File: src/rtl/flash_line_prefetch_wb.sv
// -----------------------------------------------------------------------------
// flash_line_prefetch_wb
// One-line read-prefetch buffer sitting between the CPU-side Wishbone bus and
// the spimemio_wb flash port. A read hit is answered one cycle after the
// request. A read miss first pulls the whole aligned line from flash, one word
// per downstream transaction, and only then answers the CPU. This way,
// sequential instruction fetch costs one SPI burst per line rather than one per
// word. Writes are acknowledged and dropped.
//
// state | meaning
// ------+-------------------------------------------------------------------
// IDLE  | waiting for an upstream request; hits and writes are answered here
// FILL  | fetching line words 0..LINE_WORDS-1 from flash, one transaction each
// RESP  | line is complete; answer the pending read if the master still waits
// -----------------------------------------------------------------------------
module flash_line_prefetch_wb #(
    parameter int LINE_WORDS = 4,
    parameter int CNT_W      = 16
) (
    input  logic             wb_clk_i,
    input  logic             wb_rst_i,
    input  logic             wb_stb_i,
    input  logic             wb_cyc_i,
    input  logic             wb_we_i,
    input  logic [3:0]       wb_sel_i,
    input  logic [31:0]      wb_adr_i,
    input  logic [31:0]      wb_dat_i,
    output logic             wb_ack_o,
    output logic [31:0]      wb_dat_o,
    output logic             flash_cyc_o,
    output logic             flash_stb_o,
    output logic [31:0]      flash_adr_o,
    input  logic             flash_ack_i,
    input  logic [31:0]      flash_dat_i,
    input  logic             invalidate_i,
    output logic [CNT_W-1:0] hit_count_o
);

    localparam int OFS   = $clog2(LINE_WORDS);
    localparam int TAG_W = 30 - OFS;

    localparam logic [OFS-1:0]   K_LAST  = OFS'(LINE_WORDS - 1);
    localparam logic [OFS-1:0]   K_ONE   = OFS'(1);
    localparam logic [CNT_W-1:0] CNT_ONE = CNT_W'(1);

    typedef enum logic [1:0] {
        ST_IDLE = 2'd0,
        ST_FILL = 2'd1,
        ST_RESP = 2'd2
    } state_t;

    state_t r_state;
    state_t w_state_nxt;

    // line storage and its bookkeeping
    logic [31:0]      r_line [LINE_WORDS];
    logic [TAG_W-1:0] r_tag;
    logic [OFS-1:0]   r_idx;
    logic [OFS-1:0]   r_k;
    logic             r_valid;
    logic             r_inv_pend;

    // registered outputs
    logic             r_ack;
    logic [31:0]      r_dat;
    logic             r_fcyc;
    logic             r_fstb;
    logic [CNT_W-1:0] r_hits;

    // request decode
    logic             w_req;
    logic [TAG_W-1:0] w_tag;
    logic [OFS-1:0]   w_idx;
    logic             w_tag_hit;
    logic             w_wr;
    logic             w_hit;
    logic             w_miss;
    logic             w_word_ack;
    logic             w_last;
    logic             w_fill_done;
    logic             w_resp_ack;
    logic             w_unused;

    // byte lanes, write data and the byte offset play no part in a word-wide read buffer
    assign w_unused = ^{wb_sel_i, wb_dat_i, wb_adr_i[1:0]};

    assign w_req   = wb_cyc_i & wb_stb_i & ~r_ack;
    assign w_tag   = wb_adr_i[31:2+OFS];
    assign w_idx   = wb_adr_i[1+OFS:2];

    // An invalidate on the same cycle as a lookup wins, so the lookup misses.
    assign w_tag_hit = r_valid & (r_tag == w_tag) & ~invalidate_i;

    assign w_wr   = (r_state == ST_IDLE) & w_req &  wb_we_i;
    assign w_hit  = (r_state == ST_IDLE) & w_req & ~wb_we_i &  w_tag_hit;
    assign w_miss = (r_state == ST_IDLE) & w_req & ~wb_we_i & ~w_tag_hit;

    assign w_word_ack  = (r_state == ST_FILL) & r_fstb & flash_ack_i;
    assign w_last      = (r_k == K_LAST);
    assign w_fill_done = w_word_ack & w_last;

    // The master may have given up while the line was filling. In that case no ack goes out.
    assign w_resp_ack = (r_state == ST_RESP) & wb_cyc_i & wb_stb_i;

    // state register
    always_ff @(posedge wb_clk_i) begin
        if (wb_rst_i) begin
            r_state <= ST_IDLE;
        end else begin
            r_state <= w_state_nxt;
        end
    end

    // next-state decode
    always_comb begin
        w_state_nxt = r_state;
        case (r_state)
            ST_IDLE: begin
                if (w_miss) begin
                    w_state_nxt = ST_FILL;
                end
            end
            ST_FILL: begin
                if (w_fill_done) begin
                    w_state_nxt = ST_RESP;
                end
            end
            ST_RESP: begin
                w_state_nxt = ST_IDLE;
            end
            default: begin
                w_state_nxt = ST_IDLE;
            end
        endcase
    end

    // upstream ack pulse and read data; data holds between acks
    always_ff @(posedge wb_clk_i) begin
        if (wb_rst_i) begin
            r_ack <= 1'b0;
            r_dat <= 32'h0;
        end else begin
            r_ack <= w_wr | w_hit | w_resp_ack;
            if (w_hit) begin
                r_dat <= r_line[w_idx];
            end else if (w_resp_ack) begin
                r_dat <= r_line[r_idx];
            end
        end
    end

    // saturating count of hit acks
    always_ff @(posedge wb_clk_i) begin
        if (wb_rst_i) begin
            r_hits <= '0;
        end else if (w_hit && (r_hits != {CNT_W{1'b1}})) begin
            r_hits <= r_hits + CNT_ONE;
        end
    end

    // line tag, pending index and validity; an invalidate seen during a fill is remembered
    always_ff @(posedge wb_clk_i) begin
        if (wb_rst_i) begin
            r_tag      <= '0;
            r_idx      <= '0;
            r_valid    <= 1'b0;
            r_inv_pend <= 1'b0;
        end else if (w_miss) begin
            r_tag      <= w_tag;
            r_idx      <= w_idx;
            r_valid    <= 1'b0;
            r_inv_pend <= 1'b0;
        end else if (w_fill_done) begin
            r_valid    <= ~(r_inv_pend | invalidate_i);
            r_inv_pend <= 1'b0;
        end else if (invalidate_i) begin
            r_valid <= 1'b0;
            if (r_state == ST_FILL) begin
                r_inv_pend <= 1'b1;
            end
        end
    end

    // downstream sequencing: strobe per word, one idle cycle between words, cyc across the line
    always_ff @(posedge wb_clk_i) begin
        if (wb_rst_i) begin
            r_fcyc <= 1'b0;
            r_fstb <= 1'b0;
            r_k    <= '0;
        end else if (w_miss) begin
            r_fcyc <= 1'b1;
            r_fstb <= 1'b1;
            r_k    <= '0;
        end else if (r_state == ST_FILL) begin
            if (w_word_ack) begin
                r_fstb <= 1'b0;
                if (w_last) begin
                    r_fcyc <= 1'b0;
                end else begin
                    r_k <= r_k + K_ONE;
                end
            end else if (r_fcyc && !r_fstb) begin
                r_fstb <= 1'b1;
            end
        end
    end

    // capture each returned flash word into its slot of the line
    always_ff @(posedge wb_clk_i) begin
        if (!wb_rst_i && w_word_ack) begin
            r_line[r_k] <= flash_dat_i;
        end
    end

    assign wb_ack_o    = r_ack;
    assign wb_dat_o    = r_dat;
    assign flash_cyc_o = r_fcyc;
    assign flash_stb_o = r_fstb;
    assign flash_adr_o = {r_tag, r_k, 2'b00};
    assign hit_count_o = r_hits;

endmodule
File: config.mk
export PLATFORM = sky130hd
export DESIGN_NAME = flash_line_prefetch_wb
export DESIGN_NICKNAME = d
export VERILOG_FILES = /design/src/rtl/flash_line_prefetch_wb.sv
export SDC_FILE = /design/constraint.sdc
export NUM_CORES = 1
export LEC_CHECK = 0
export ABC_AREA = 1
export BUFFER_PORTS_ARGS = -buffer_cell sky130_fd_sc_hd__buf_2
export CORE_ASPECT_RATIO = 0.6
export CORE_UTILIZATION = 57
export DETAILED_ROUTE_END_ITERATION = 7
export GPL_ROUTABILITY_DRIVEN = 0
export PLACE_DENSITY = 0.82
export SLEW_MARGIN = 20
export SYNTH_ARGS = -nofsm -noshare
export SYNTH_HDL_FRONTEND = slang
export SYNTH_SLANG_ARGS = --single-unit
File: constraint.sdc
create_clock -name wb_clk_i -period 7.8 [get_ports wb_clk_i]
set_input_delay 1.56 -clock wb_clk_i [delete_from_list [all_inputs] [get_ports wb_clk_i]]
set_output_delay 1.56 -clock wb_clk_i [all_outputs]
set_load 0.02 [all_outputs]
==> results.md, run 1 <==
Clock tree:
- The cell at the root of the clock tree is sky130_fd_sc_hd__clkbuf_16.
- CTS built an H-tree with a depth of 1.
- The post-cts sizing count is 0.
- The latest clock arrival within the worst-skew pair is roughly 0.52 ns.
- The number of clock sinks is between 200 and 250.
- Once the clock tree was built, the setup fixing pass inserted 0 buffers.
- No sink is reached through more buffers than the 3 on the longest clock path.
- The total of hold buffers inserted after clock tree synthesis is 0.
- The TritonCTS buffer count is 21.
- TritonCTS built the clock tree.
- The clock-pin transition on the worst setup and hold timing paths is 0.06 ns.

Worst hold path:
- Counting instances, the worst hold path has a depth of 1.
- For hold timing, the worst endpoint is r_valid$_SDFFE_PP0P_.
- The min-delay analysis places its worst path in the category reg -> reg.
- The worst hold path begins at r_inv_pend$_SDFFE_PP0P_.

Critical path:
- The number of cells traversed by the worst register-to-register path is 14.
- At the worst endpoint, the arrival time is 4.28 ns.
- Among all stages on the critical path, the largest delay is contributed by sky130_fd_sc_hd__nand2_2.
- STA classifies the critical path startpoint as an input port.
- The maximum fanout along the worst path is 41.
- STA classifies the critical path endpoint as a flop.
- The setup check on the worst reg-to-reg path leaves a slack of 4.68 ns.
- At the worst endpoint, the required time is roughly 8 ns.
- The worst setup path is of the in -> reg kind.
- The endpoint of the lowest-slack register-to-register path is wb_dat_o[11]$_SDFFE_PP0P_.
- The startpoint of the lowest-slack register-to-register path is r_tag[16]$_SDFFE_PP0P_.
- The signal on the critical path passes through buf_2, inv_1, nand2_1, nand2_1, nor2_1, nand2_1, nor2_1, nand2_1, nor2_4, buf_4, nand2_2, buf_4, nand2_1, nand2_1, a21oi_1.
- The stage delay of the slowest cell on the critical path is 0.46 ns.
- The most common cell type on the critical path is sky130_fd_sc_hd__nand2_1.

Logic synthesis:
- Counting distinct cell types in the post-synthesis netlist gives 32.
- The portion of netlist area occupied by mux cells is 0%.
- After synthesis, the largest family of logic cells by area is simple AND/OR/NAND/NOR gates.
- The XOR/XNOR share of the synthesized area is less than 1%.
- The gate count of the mapped netlist is between 1000 and 1500.
- The area share of fa/ha/maj cells after synthesis is less than 1%.
- The cell taking the most area after synthesis is sky130_fd_sc_hd__edfxtp_1.
- By area the synthesized netlist is led by sky130_fd_sc_hd__edfxtp_1 (36%), sky130_fd_sc_hd__dfxtp_1 (17%), sky130_fd_sc_hd__nand2_1 (9.7%).
- The synthesized netlist occupies a cell area of 0.0106 mm^2.
- The post-synthesis sequential area ratio is 53.1%.
- The synthesized netlist devotes about 15% of its cell area to compound gates.
- Synthesis inferred ~220 register bits.
- Summed over its instances, the top area cell type makes up 36.3% of the synthesized netlist area.
- The mean post-synth cell area is 8.07 um^2.
- For this run, the number of Yosys warnings is 0.
- Summing the areas of all and, or, nand and nor instances in the mapped netlist gives a little under a quarter of the synthesized area.

Route:
- The via count is between 9000 and 10000.
- The wire length reported by the detailed router is approximately 29000 um.
- The detailed router's first-iteration violation count is between 1000 and 1500.
- The number of iterations in the first detailed-routing pass is 6.
- The total DRC errors in the routed layout is 0.
- The detailed-route vias per instance is about 5.8.
- After detailed routing, the average wire length per cell comes to approximately 17 um.
- In this run the remaining antenna-violating nets after routing total 0.

Layout:
- The number of filler instances in the final layout is around 1400.
- The end-of-flow core utilization is 67.4%.
- The finished layout cell area is ~0.012 mm^2.
- The final net count is 1533.
- The number of antenna diodes in the final layout is 0.
- The fraction of layout instances using a drive strength above 1 is 14.7%.
- From synthesis to final layout, the design area changed by 15.2%.
- The non-filler instance count after layout is 1676.

Timing:
- The number of hold-slack violations in the final timing report was 0.
- The worst-case clock skew is about 0.017 ns.
- The number of slew-limit violations in the final report is 0.
- On the final layout, the worst hold slack is ~0.45 ns.
- Setup repair after global routing left no endpoint under its margin.
- The worst path needs slightly below 4 ns of the cycle, external delays included.
- The period utilization is 49.4%.
- Derived from the worst setup path, the maximum achievable clock frequency is about 260 MHz.
- The number of failing setup endpoints in the final timing report is 0.
- In the final timing run, aggregate negative setup slack is 0 ns.
- The headroom to the max-slew limit is roughly a fifth.
- The slew of the pin with the lowest slew margin is 1.18 ns.

Die:
- The core region is roughly 0.018 mm^2.
- The starting density of the core is 58.5%.
- For this design the top-level I/O count stands at 190.
- The initialized floorplan defines 38 standard-cell rows.
- In this run the vertical extent of the chip is approximately 110 um.
- The die outline area is ~0.019 mm^2.
- In this run the horizontal extent of the chip is 178 um.

GRT:
- The met3 routing resource usage after global routing is ~6%.
- The global-route wire length before repair is between 40000 and 50000 um.
- Summed over all layers, the global routing overflow is 0.
- The busiest metal layer after global routing is met2.
- The number of global-route vias before repair is ~9000.
- Global routing consumed, on the met1 layer, between 40% and 50% of the routing resources.
- Global routing used 29.9% of the available tracks.
- The largest net degree at the start of global routing is 66.
- The initial antenna violation count was 1.
- The met2 usage is 45.6%.

Place:
- Summed over all nets, the half-perimeter wirelength after detailed placement is around 17000 um.
- The cell count after placement is about 1600.
- The area after detailed placement is roughly 0.011 mm^2.
- During placement, the flow inserted port buffers numbering ~150.

Power:
- The maximum VDD drop is approximately 0.00017 V.
- In this run the power density over the cells is roughly 210 mW/mm^2.
- The leakage power of the design is 5.06 nW.

Run status:
- The flow ran to the end, and the final reports show no timing, DRC or antenna violations.

Flow run:
- The tool flagged a number of max-cap violations equal to 0.
## registers in the layout, summed over array words and instances, names as in the netlist, named ones only
register     cells
r_valid          1
wb_ack_o         1
r_k              2
flash_stb_o      1
wb_dat_o        32
r_inv_pend       1
flash_cyc_o      1
r_tag           28
r_line         128
hit_count_o     16
r_state          2
r_idx            2
## area by class of cell
class                           instances  area, um^2  share of cell area (%)
Sequential cell                       217        5630                    46.1
Multi-Input combinational cell        906        4230                    34.7
Timing Repair Buffer                  165         886                    7.25
Clock buffer                           30         611                    5.00
Inverter                              110         413                    3.38
Tap cell                              240         300                    2.46
Clock inverter                          8         143                    1.17
## cell usage in the layout (no fill, tap or decap), drive strengths merged, types with 3 or more instances in the layout
master and n:
a21oi 66, buf 165, bufinv 4, clkbuf 30, clkinv 4, dfxtp 89, edfxtp 128, ha 5
inv 110, nand2 275, nand3 50, nand3b 35, nand4 24, nor2 209, nor3 5, o21ai 162
o22ai 64, xor2 3
## per-stage QoR
stage	power, mW	worst slack [ns]
after global routing	2.61	3.78
after CTS	2.54	4.03
after floorplan	1.38	3.82
after detailed placement	1.45	3.55
final	2.54	3.94
after global placement	1.44	3.63
## report_power, final
group | total [mW] | internal (mW) | switching, mW | leakage [nW]
Clock | 1.11 | 0.677 | 0.428 | 0.373
Sequential | 1.23 | 1.22 | 0.00756 | 1.87
Combinational | 0.202 | 0.0652 | 0.137 | 2.82
Total | 2.54 | 1.96 | 0.572 | 5.06
## Yosys cell counts
| master | instances |
|---|---|
| sky130_fd_sc_hd__xor2_1 | 3 |
| sky130_fd_sc_hd__buf_6 | 3 |
| sky130_fd_sc_hd__nor4_1 | 1 |
| sky130_fd_sc_hd__inv_2 | 2 |
| sky130_fd_sc_hd__nor3_1 | 4 |
| sky130_fd_sc_hd__buf_4 | 3 |
| sky130_fd_sc_hd__nand2_1 | 274 |
| sky130_fd_sc_hd__ha_1 | 5 |
| sky130_fd_sc_hd__nor2_1 | 207 |
| sky130_fd_sc_hd__buf_2 | 17 |
| sky130_fd_sc_hd__nand3_1 | 50 |
| sky130_fd_sc_hd__clkinv_1 | 1 |
| sky130_fd_sc_hd__nor2_4 | 1 |
| sky130_fd_sc_hd__clkbuf_1 | 51 |
| sky130_fd_sc_hd__nor2_2 | 1 |
| sky130_fd_sc_hd__xnor2_1 | 2 |
| sky130_fd_sc_hd__conb_1 | 1 |
| sky130_fd_sc_hd__o21ai_0 | 159 |
| sky130_fd_sc_hd__or3_1 | 1 |
| sky130_fd_sc_hd__a21o_1 | 1 |
| sky130_fd_sc_hd__o21ai_1 | 3 |
| sky130_fd_sc_hd__inv_1 | 107 |
| sky130_fd_sc_hd__nand4_1 | 24 |
| sky130_fd_sc_hd__o22ai_1 | 64 |
| sky130_fd_sc_hd__nand3b_1 | 35 |
| sky130_fd_sc_hd__nor3_2 | 1 |
| sky130_fd_sc_hd__edfxtp_1 | 128 |
| sky130_fd_sc_hd__a211oi_1 | 1 |
| sky130_fd_sc_hd__dfxtp_1 | 89 |
| sky130_fd_sc_hd__a21oi_1 | 66 |
| sky130_fd_sc_hd__nand2_2 | 1 |
| sky130_fd_sc_hd__buf_1 | 7 |
## cells by family (layout without fill, tap and decap cells)
| kind of cell | Yosys count | in the layout |
|---|---|---|
| and+or+nand+nor | 600 | 600 |
| buffers and inverters | 191 | 313 |
| xor gates and xnor gates | 5 | 5 |
| other | 1 | 2 |
| adders and majority gates | 5 | 5 |
| AOI/OAI and AO/OA | 294 | 294 |
| DFF | 217 | 217 |
## per-layer routing
layer  vias to the layer above  wire length [um]
li1                       4624                 -
met1                      4450             12300
met2                       570             12500
met3                        69              3150
met4                         2               594
met5                         -                17
## critical path, delay by kind of cell
family	cells	cell delay [ns]
and+or+nand+nor	10	1.43
buffers and inverters	4	1.05
AOI/OAI and AO/OA	1	0.19
## worst max-delay path by stage
| stage | from | to | cells past startpoint |
|---|---|---|---|
| after floorplan | wb_rst_i | r_line[0][0]$_DFFE_PP_ | 5 |
| after global placement | wb_adr_i[20] | wb_dat_o[15]$_SDFFE_PP0P_ | 15 |
| after detailed placement | wb_adr_i[20] | wb_dat_o[11]$_SDFFE_PP0P_ | 15 |
| after CTS | wb_adr_i[20] | wb_dat_o[11]$_SDFFE_PP0P_ | 15 |
| after global routing | wb_adr_i[20] | wb_dat_o[11]$_SDFFE_PP0P_ | 15 |
| final | wb_adr_i[20] | wb_dat_o[11]$_SDFFE_PP0P_ | 15 |
Power figures use the tool's default switching activity.
==> inputs of run 2 (changes only) <==
--- a/config.mk
+++ b/config.mk
@@ -8,10 +8,10 @@
 export ABC_AREA = 1
 export BUFFER_PORTS_ARGS = -buffer_cell sky130_fd_sc_hd__buf_2
 export CORE_ASPECT_RATIO = 0.6
-export CORE_UTILIZATION = 57
+export CORE_UTILIZATION = 51
 export DETAILED_ROUTE_END_ITERATION = 7
 export GPL_ROUTABILITY_DRIVEN = 0
-export PLACE_DENSITY = 0.82
+export PLACE_DENSITY = 0.78
 export SLEW_MARGIN = 20
 export SYNTH_ARGS = -nofsm -noshare
 export SYNTH_HDL_FRONTEND = slang
==> constraint.sdc (replaced) <==
create_clock -name wb_clk_i -period 3.45 [get_ports wb_clk_i]
set_input_delay 0.69 -clock wb_clk_i [delete_from_list [all_inputs] [get_ports wb_clk_i]]
set_output_delay 0.69 -clock wb_clk_i [all_outputs]
set_load 0.02 [all_outputs]
==> run 2 against run 1 <==
Compared with the run above: largest cell class unchanged; global-route usage down 3.4 points; via count increased by 0.49%; hold slack lost 0.045 ns; critical path depth decreased by 5; first-iteration DRC count rose by 16%; setup slack worse by 3.2 ns; sequential share of layout area shrank 0.10 points; clock skew down 0.0072 ns; critical endpoint is now hit_count_o[15]$_SDFFE_PP0P_; register-to-register slack got worse by 4.0 ns.
==> results.md, run 2 (synthesized netlist as in run 1, its figures left out) <==
Run status:
- The flow ran to the end, and the final reports show no timing, DRC or antenna violations.

GRT:
- The initial antenna violation count is 3 (+2).
- The number of global-route vias before repair is 8761 (-2.5%).
- The largest net degree at the start of global routing was 50 (-24%).
- The sum of overflow across all layers after global routing is 0 (unchanged).
- The combined global-route utilization of all metal layers is 26.5% (-3.4 points).
- The global-route wire length before repair is 45100 um (+0.35%).

Worst hold path:
- The instance count along the most critical hold path is 1 (unchanged).
- The tightest min-delay check is of the in -> reg type.
- For hold timing, the worst endpoint is r_line[0][30]$_DFFE_PP_.
- In this run the most critical hold path is launched from flash_dat_i[30].

Place:
- The area after detailed placement came to 0.0116 mm^2 (+1.4%).
- The detailed-placement wirelength estimate is 18300 um (+6.6%).
- The count of buffers from port buffering is 149 (unchanged).
- The cell count after placement is 1684 (+2.9%).

Critical path:
- The data arrival time of the worst path is 3.12 ns (-1.16 ns).
- The endpoint identified for the worst register-to-register timing path is hit_count_o[15]$_SDFFE_PP0P_.
- The internal reg-to-reg setup slack is 0.70 ns (-3.98 ns).
- The worst setup path is captured at a flop.
- The critical path in this run is classified as reg -> reg.
- STA classifies the critical path startpoint as a flop.
- The maximum fanout along the worst path came to 22 (-46%).
- The startpoint of the lowest-slack register-to-register path is hit_count_o[0]$_SDFFE_PP0P_.
- In this run the worst setup path begins at hit_count_o[0]$_SDFFE_PP0P_.
- The required time of the critical path is 3.81 ns (-4.41 ns).
- The number of cells traversed by the worst register-to-register path is 10 (-4).

Die:
- The number of placed I/O pins is 190 (unchanged).
- The die outline area is 0.0214 mm^2 (+12%).
- The site row count is 40 (+5.3%).
- The height of the die came to 114 um (+5.6%).
- The starting density of the core is 52.5% (-6.0 points).
- The core outline area is 0.0202 mm^2 (+11%).
- The width of the die is 188 um (+5.7%).

Timing:
- The worst-case clock skew is 0.0100 ns (-0.00721 ns).
- The number of failing setup endpoints in the final timing report is 0 (unchanged).
- The total negative slack is 0 ns (unchanged).
- Derived from the worst setup path, the maximum achievable clock frequency is 363 MHz.
- The number of hold-slack violations in the final timing report was 0 (unchanged).
- Setup repair after global routing left no endpoint under its margin.
- The slew of the pin with the lowest slew margin is 0.820 ns (-0.359 ns).
- The headroom to the max-slew limit is 45.1% (+24 points).
- The number of slew-limit violations in the final report is 0 (unchanged).
- In the finished design, the share of the clock period the worst path needs comes to between 70% and 80%.
- The routed design could run at a clock period as short as roughly 2.8 ns.

Power:
- The part of the power in the clock network is 40.8% (-2.8 points).
- The logic gate share of total power was 8.3% (+0.3 points).
- The net switching power is 1.29 mW (+130%).
- The leakage power of the design is 5.06 nW (about the same).
- The maximum VDD drop came to 0.000369 V (+110%).
- The fraction of power spent switching nets is 23.6% (+1.0 points).
- The sequential fraction of design power was 50.9% (+2.4 points).
- The total power per unit cell area is 447 mW/mm^2 (+120%).
- The internal power component is 4.18 mW (+110%).

Route:
- The post-detailed-route wirelength per cell is 16.8 um (-1.9%).
- The detailed-route vias per instance is 5.67 (-2.1%).
- The total DRC errors in the routed layout is 0 (unchanged).
- The number of iterations in the first detailed-routing pass is 6 (unchanged).
- The wire length reported by the detailed router is 28800 um (+0.77%).
- The via count is 9763 (+0.49%).
- The number of routed nets with antenna violations is 0 (unchanged).
- The detailed router's first-iteration violation count is 1247 (+16%).

Flow run:
- The number of maximum-capacitance constraint violations is 0 (unchanged).

Clock tree:
- The number of buffers on the longest clock path was 3 (unchanged).
- The depth of the CTS H-tree was 1 (unchanged).
- The TritonCTS buffer count is 21 (unchanged).
- The TritonCTS clock tree is yes.
- The clock-pin transition on the worst setup and hold timing paths came to 0.07 ns (about the same).
- The post-cts sizing count is 0 (unchanged).
- The number of post-CTS setup repair buffers is 0 (unchanged).
- The total of hold buffers inserted after clock tree synthesis is 0 (unchanged).
- The tree is rooted in a sky130_fd_sc_hd__clkbuf_16.
- The latest clock arrival within the worst-skew pair was 0.49 ns (-0.03 ns).
- The number of clock sinks is 217 (unchanged).

Layout:
- The final net count is 1546 (+0.85%).
- The top register by number of flip-flops is r_line.
- The number of diodes added for antenna fixing is 0 (unchanged).
- The number of flip-flops in the largest register came to 128 (unchanged).
- The finished layout cell area was 0.0122 mm^2 (+0.23%).
- In the layout the commonest cells are sky130_fd_sc_hd__nand2_1 (274), sky130_fd_sc_hd__nor2_1 (202), sky130_fd_sc_hd__o21ai_0 (159).
- The non-filler instance count after layout came to 1721 (+2.7%).
- The most frequent standard cell in the layout excluding fill and tap cells is sky130_fd_sc_hd__nand2_1.
- The fraction of layout instances using a drive strength above 1 is 15.2% (+0.50 points).
- The post-synthesis to final-layout area growth is 15.5%.
-- run 2: cell types whose count changed in the layout (fill, tap and decap cells not counted), moves of 2 or more --
cell                         previous run  this run
sky130_fd_sc_hd__nor2_4                 4         6
sky130_fd_sc_hd__clkinv_1               2         5
sky130_fd_sc_hd__bufinv_16              4         2
sky130_fd_sc_hd__clkinvlp_4             0         2
sky130_fd_sc_hd__buf_4                 15        29
sky130_fd_sc_hd__clkbuf_8               5         0
sky130_fd_sc_hd__nor2_2                 3         1
sky130_fd_sc_hd__clkinv_2               2         4
-- run 2: area by class of cell --
cell class | count | area, um^2
tap | 273 | 342
clock buffer | 24 | 537
clock inverter | 13 | 115
multi-input combinational | 906 | 4240
sequential | 217 | 5630
timing repair buffer | 178 | 963
inverter | 110 | 413
fill | 1735 | 7930
-- run 2: how the worst max path moves through the flow --
stage,to,slack (ns)
after CTS,hit_count_o[15]$_SDFFE_PP0P_,0.80
after detailed placement,hit_count_o[3]$_SDFFE_PP0P_,0.86
after floorplan,r_line[0][0]$_DFFE_PP_,0.34
after global placement,flop,0.93
after global routing,hit_count_o[15]$_SDFFE_PP0P_,0.51
final,hit_count_o[15]$_SDFFE_PP0P_,0.70
-- run 2: routing by layer --
layer	up-vias	wire (um)	global-route usage, %
li1	4663	-	-
met1	4481	13100	39.3
met2	545	12100	39.8
met3	72	2940	4.46
met4	2	674	8.13
met5	-	13	0
-- run 2: power groups by stage --
stage / Clock, mW / Combinational, mW / Sequential [mW]
after floorplan: 0 / 0.264 / 2.86
after global placement: 0 / 0.429 / 2.84
after detailed placement: 0 / 0.442 / 2.84
after CTS: 2.26 / 0.444 / 2.78
after global routing: 2.36 / 0.502 / 2.79
final: 2.23 / 0.454 / 2.78
-- run 2: critical path: stages (launching register included) --
cell and delay, ns:
sky130_fd_sc_hd__dfxtp_1 0.39, sky130_fd_sc_hd__ha_1 0.22, sky130_fd_sc_hd__nand2_1 0.11, sky130_fd_sc_hd__nor3_2 0.36
sky130_fd_sc_hd__nand2_1 0.13, sky130_fd_sc_hd__nor2_1 0.21, sky130_fd_sc_hd__nand3b_1 0.61, sky130_fd_sc_hd__nand4_1 0.39
sky130_fd_sc_hd__nand2_1 0.08, sky130_fd_sc_hd__nand2_1 0.07, sky130_fd_sc_hd__nor2_1 0.04
-- run 2: metrics by stage --
| stage | total power [mW] | utilization [%] | setup WS [ns] | hold WS, ns |
|---|---|---|---|---|
| after floorplan | 3.12 | - | 0.339 | 0.413 |
| after global placement | 3.27 | 57.5 | 0.926 | 0.437 |
| after detailed placement | 3.28 | 57.5 | 0.858 | 0.448 |
| after CTS | 5.48 | 60.7 | 0.800 | 0.396 |
| after global routing | 5.65 | 60.7 | 0.510 | 0.407 |
| final | 5.47 | 60.7 | 0.697 | 0.409 |
==> inputs of run 3 (changes only) <==
--- a/config.mk
+++ b/config.mk
@@ -5,13 +5,13 @@
 export SDC_FILE = /design/constraint.sdc
 export NUM_CORES = 1
 export LEC_CHECK = 0
-export ABC_AREA = 1
+export ABC_AREA = 0
 export BUFFER_PORTS_ARGS = -buffer_cell sky130_fd_sc_hd__buf_2
 export CORE_ASPECT_RATIO = 0.6
-export CORE_UTILIZATION = 51
+export CORE_UTILIZATION = 50
 export DETAILED_ROUTE_END_ITERATION = 7
 export GPL_ROUTABILITY_DRIVEN = 0
-export PLACE_DENSITY = 0.78
+export PLACE_DENSITY = 0.77
 export SLEW_MARGIN = 20
 export SYNTH_ARGS = -nofsm -noshare
 export SYNTH_HDL_FRONTEND = slang
==> constraint.sdc (replaced) <==
create_clock -name wb_clk_i -period 2.45 [get_ports wb_clk_i]
set_input_delay 0.49 -clock wb_clk_i [delete_from_list [all_inputs] [get_ports wb_clk_i]]
set_output_delay 0.49 -clock wb_clk_i [all_outputs]
set_load 0.02 [all_outputs]
==> run 3 against run 2 <==
Compared with the run above: sequential share of layout area up 2.5 points; core utilization grew 2.5 points; final area down 5.0%; synthesized cell count down 48%; die area decreased by 8.0%; fmax grew 11%; first-iteration DRC count shrank 56%; the flow now finishes with violations (setup timing); area after synthesis fell by 9.9%; cell count shrank 35%; largest cell class unchanged; critical path depth decreased by 4; wire length decreased by 26%.
==> results.md, run 3 <==
Layout:
- The number of flip-flops in the largest register was 128 (unchanged).
- In the layout the commonest cells are sky130_fd_sc_hd__buf_2 (149), sky130_fd_sc_hd__edfxtp_1 (128), sky130_fd_sc_hd__dfxtp_1 (81).
- The number of filler instances in the final layout was 1367 (-21%).
- The post-synthesis to final-layout area growth is 21.8%.
- The top register by number of flip-flops is r_line.
- Leaving out fill and tap cells, the most frequent cell in the layout is sky130_fd_sc_hd__buf_2.
- The final net count is 975 (-37%).
- The non-filler instance count after layout was 1119 (-35%).
- The fraction of layout instances using a drive strength above 1 came to 37.5% (+22 points).

Logic synthesis:
- The async set or reset register ratio after synthesis is 0% (unchanged).
- The count of unique library cells instantiated by Yosys is 38 (+19%).
- The number of warning messages in the yosys log came to 0 (unchanged).
- The share of the synthesized area in the top cell type came to 40.2% (+4.0 points).
- After synthesis, the cell types taking the most area are sky130_fd_sc_hd__edfxtp_1 (40%), sky130_fd_sc_hd__dfxtp_1 (19%), sky130_fd_sc_hd__mux4_2 (15%).
- The post-synthesis sequential area ratio came to 58.9% (+5.8 points).
- The number of flip-flops and latches in the synthesized netlist is 217 (unchanged).
- By count the netlist is led by sky130_fd_sc_hd__edfxtp_1 (128), sky130_fd_sc_hd__dfxtp_1 (89), sky130_fd_sc_hd__mux4_2 (64), sky130_fd_sc_hd__a21oi_1 (51), sky130_fd_sc_hd__clkbuf_1 (45).
- The mean post-synth cell area is 13.9 um^2 (+72%).
- The gate count of the mapped netlist is 689 (-48%).
- The area of the mapped netlist came to 0.00955 mm^2 (-9.9%).
- The number of enable flip-flop cells after synthesis was 128 (unchanged).
- The most used flip-flop cell after synthesis is sky130_fd_sc_hd__edfxtp_1.
- By instance count, the leading cell after synthesis is sky130_fd_sc_hd__edfxtp_1.
- The cell taking the most area after synthesis is sky130_fd_sc_hd__edfxtp_1.

GRT:
- The global-route wire length before repair was 32600 um (-28%).
- The initial antenna violation count came to 1 (-2).
- The combined global-route utilization of all metal layers is 21.4% (-5.1 points).
- The largest net degree at the start of global routing is 55 (+10%).
- The number of global-route vias before repair is 6215 (-29%).
- The sum of overflow across all layers after global routing is 0 (unchanged).

Critical path:
- The launching element type of the critical path is a flop.
- The required time of the critical path is 2.86 ns (-0.95 ns).
- The worst setup path is of the reg -> reg kind.
- The number of cells traversed by the worst register-to-register path is 6 (-4).
- Counting stages on the worst path, the most repeated cell is sky130_fd_sc_hd__or4_1.
- The maximum fanout along the worst path is 8 (-64%).
- Traced cell by cell, the critical path runs through or2_1, or4_1, or4_4, buf_6, or4_1, a21oi_1.
- The startpoint of the lowest-slack register-to-register path is r_state[0]$_SDFFE_PP0P_.
- The data arrival time of the worst path is 2.89 ns (-0.23 ns).
- In this design, the largest share of critical-path delay is due to simple AND/OR/NAND/NOR gates.
- The stage delay of the slowest cell on the critical path is 0.65 ns (+0.04 ns).
- The slowest library cell on the worst path is sky130_fd_sc_hd__or4_4.
- The worst setup path is captured at a flop.
- The endpoint of the lowest-slack register-to-register path is hit_count_o[12]$_SDFFE_PP0P_.
- The internal reg-to-reg setup slack is -0.02 ns (-0.72 ns).
- The number of buffers and inverters on the critical path is 1 (+1).

Worst hold path:
- The worst hold path begins at flash_dat_i[18].
- The instance count along the most critical hold path is 1 (unchanged).
- In this run the worst hold path is classified as in -> reg.
- For hold timing, the worst endpoint is r_line[0][18]$_DFFE_PP_.

Clock tree:
- The latest clock arrival within the worst-skew pair is 0.48 ns (about the same).
- The number of clock sinks is 217 (unchanged).
- The clock-pin transition on the worst setup and hold timing paths is 0.06 ns (about the same).
- The TritonCTS buffer count was 21 (unchanged).
- The depth of the CTS H-tree is 1 (unchanged).
- The cell at the root of the clock tree is sky130_fd_sc_hd__clkbuf_16.
- The total of hold buffers inserted after clock tree synthesis is 0 (unchanged).
- TritonCTS built the clock tree.
- The number of buffers on the longest clock path is 3 (unchanged).

Timing:
- The worst-case setup margin in the final layout is -0.0231 ns (-0.720 ns).
- The number of failing setup endpoints in the final timing report is 1 (+1).
- The final critical-path required period is 2.47 ns (-0.280 ns).
- The number of hold-slack violations in the final timing report is 0 (unchanged).
- The worst-case clock skew is 0.00935 ns (-0.000658 ns).
- The number of slew-limit violations in the final report is 0 (unchanged).
- The headroom to the max-slew limit is 56.8% (+12 points).
- The top achievable clock speed is 404 MHz (+11%).
- The slew of the pin with the lowest slew margin was 0.648 ns (-0.172 ns).
- The period utilization is 101% (+21 points).
- Setup repair after global routing could not meet its margin everywhere.

Die:
- The number of placed I/O pins was 190 (unchanged).
- The height of the die came to 109 um (-4.1%).
- The die outline area came to 0.0197 mm^2 (-8.0%).
- The width of the die is 180 um (-4.1%).
- The site row count is 38 (-5.0%).
- The starting density of the core came to 51.9% (-0.64 points).
- The core outline area is 0.0184 mm^2 (-8.8%).

Route:
- The total DRC errors in the routed layout came to 0 (unchanged).
- The detailed router's first-iteration violation count is 551 (-56%).
- The number of routed nets with antenna violations is 0 (unchanged).
- The detailed-route vias per instance is 5.80 (+2.2%).
- The post-detailed-route wirelength per cell is 19.1 um (+14%).
- The wire length reported by the detailed router came to 21400 um (-26%).
- The number of iterations in the first detailed-routing pass came to 8 (+2).
- The via count is 6490 (-34%).

Power:
- The leakage power of the design is 4.44 nW (-12%).
- The total power per unit cell area was 629 mW/mm^2 (+41%).
- The maximum VDD drop came to 0.000514 V (+39%).

Run status:
- The final reports fail on setup timing.
- The flow ran to the end, but the final reports show violations.

Place:
- The detailed-placement wirelength estimate is 13700 um (-25%).
- The worst slack at placement is -0.527 ns (-1.39 ns).
- The cell count after placement came to 1075 (-36%).
- The count of buffers from port buffering is 149 (unchanged).

Flow run:
- The number of maximum-capacitance constraint violations is 0 (unchanged).
==> run 3: cell count changes after synthesis, moves of 15 or more <==
cell,delta
sky130_fd_sc_hd__mux4_2,+64
sky130_fd_sc_hd__nand2_1,-265
sky130_fd_sc_hd__inv_1,-98
sky130_fd_sc_hd__buf_2,-15
sky130_fd_sc_hd__a21oi_1,-15
sky130_fd_sc_hd__nor2_1,-167
sky130_fd_sc_hd__a211oi_1,+31
sky130_fd_sc_hd__nand4_1,-15
sky130_fd_sc_hd__nand3_1,-42
sky130_fd_sc_hd__o22ai_1,-63
sky130_fd_sc_hd__o21ai_0,-116
sky130_fd_sc_hd__mux2i_1,+33
==> run 3: final cells by class <==
cell class / instances / area [um^2] / share of cell area (%)
Clock buffer: 30 / 594 / 5.11
Tap cell: 240 / 300 / 2.58
Antenna cell: 2 / 5.00 / 0.0430
Inverter: 9 / 33.8 / 0.290
Clock inverter: 7 / 37.5 / 0.323
Timing Repair Buffer: 203 / 1260 / 10.8
Multi-Input combinational cell: 411 / 3770 / 32.4
Sequential cell: 217 / 5640 / 48.4
==> run 3: per-stage QoR <==
stage | instance area, um^2 | util (%) | power [mW] | TNS, ns | hold WS, ns
detailed placement | 10900 | 59.2 | 4.39 | -20.26 | 0.465
global placement | 10900 | 59.2 | 4.38 | -18.70 | 0.459
floorplan | 9630 | - | 4.21 | -10.79 | 0.453
finish | 11600 | 63.2 | 7.31 | -0.0231 | 0.219
global route | 11600 | 63.2 | 7.55 | -0.465 | 0.205
CTS | 11600 | 62.8 | 7.38 | -0.0129 | 0.203
==> run 3: cells by family (layout without fill, tap and decap cells) <==
group,after synthesis,after routing,share of synthesized area (%)
buffers and inverters,63,249,2.66
AO/OA/AOI/OAI,138,138,8.48
AND/OR/NAND/NOR,143,144,8.44
other,1,4,0.0393
multiplexers,97,97,18.5
adder cells (fa/ha/maj),5,5,0.655
XOR/XNOR,25,25,2.29
flip-flops,217,217,58.9
==> run 3: worst max path at each step <==
stage,end,slack [ns],start,cells after the start
finish,hit_count_o[12]$_SDFFE_PP0P_,-0.02,r_state[0]$_SDFFE_PP0P_,6
global route,hit_count_o[14]$_SDFFE_PP0P_,-0.06,r_tag[27]$_SDFFE_PP0P_,6
CTS,hit_count_o[12]$_SDFFE_PP0P_,-0.01,r_tag[23]$_SDFFE_PP0P_,7
detailed placement,hit_count_o[12]$_SDFFE_PP0P_,-0.53,wb_adr_i[27],8
global placement,hit_count_o[12]$_SDFFE_PP0P_,-0.51,wb_adr_i[27],8
floorplan,hit_count_o[14]$_SDFFE_PP0P_,-0.27,wb_cyc_i,9
==> run 3: power by group <==
group,internal (mW),switching (mW)
combinational,0.199,0.225
sequential,3.88,0.0155
clock,1.69,1.31
==> run 3: repair_timing <==
item | in CTS | in global routing
endpoints found under the setup margin | 48 | 42
cloned | 2 | 0
pin swaps | 6 | 16
buffers inserted | 0 | 3
gates resized for setup | 6 | 15
==> run 3: per-layer routing <==
| layer | share of wire (%) | wire [um] | track usage (%) | vias up |
|---|---|---|---|---|
| met2 | 45 | 9740 | 34.1 | 253 |
| met4 | 1.6 | 333 | 4.95 | 0 |
| li1 | - | - | - | 3036 |
| met3 | 7.1 | 1520 | 4.58 | 28 |
| met1 | 46 | 9810 | 30.5 | 3173 |
| met5 | 0 | 0 | 0 | - |
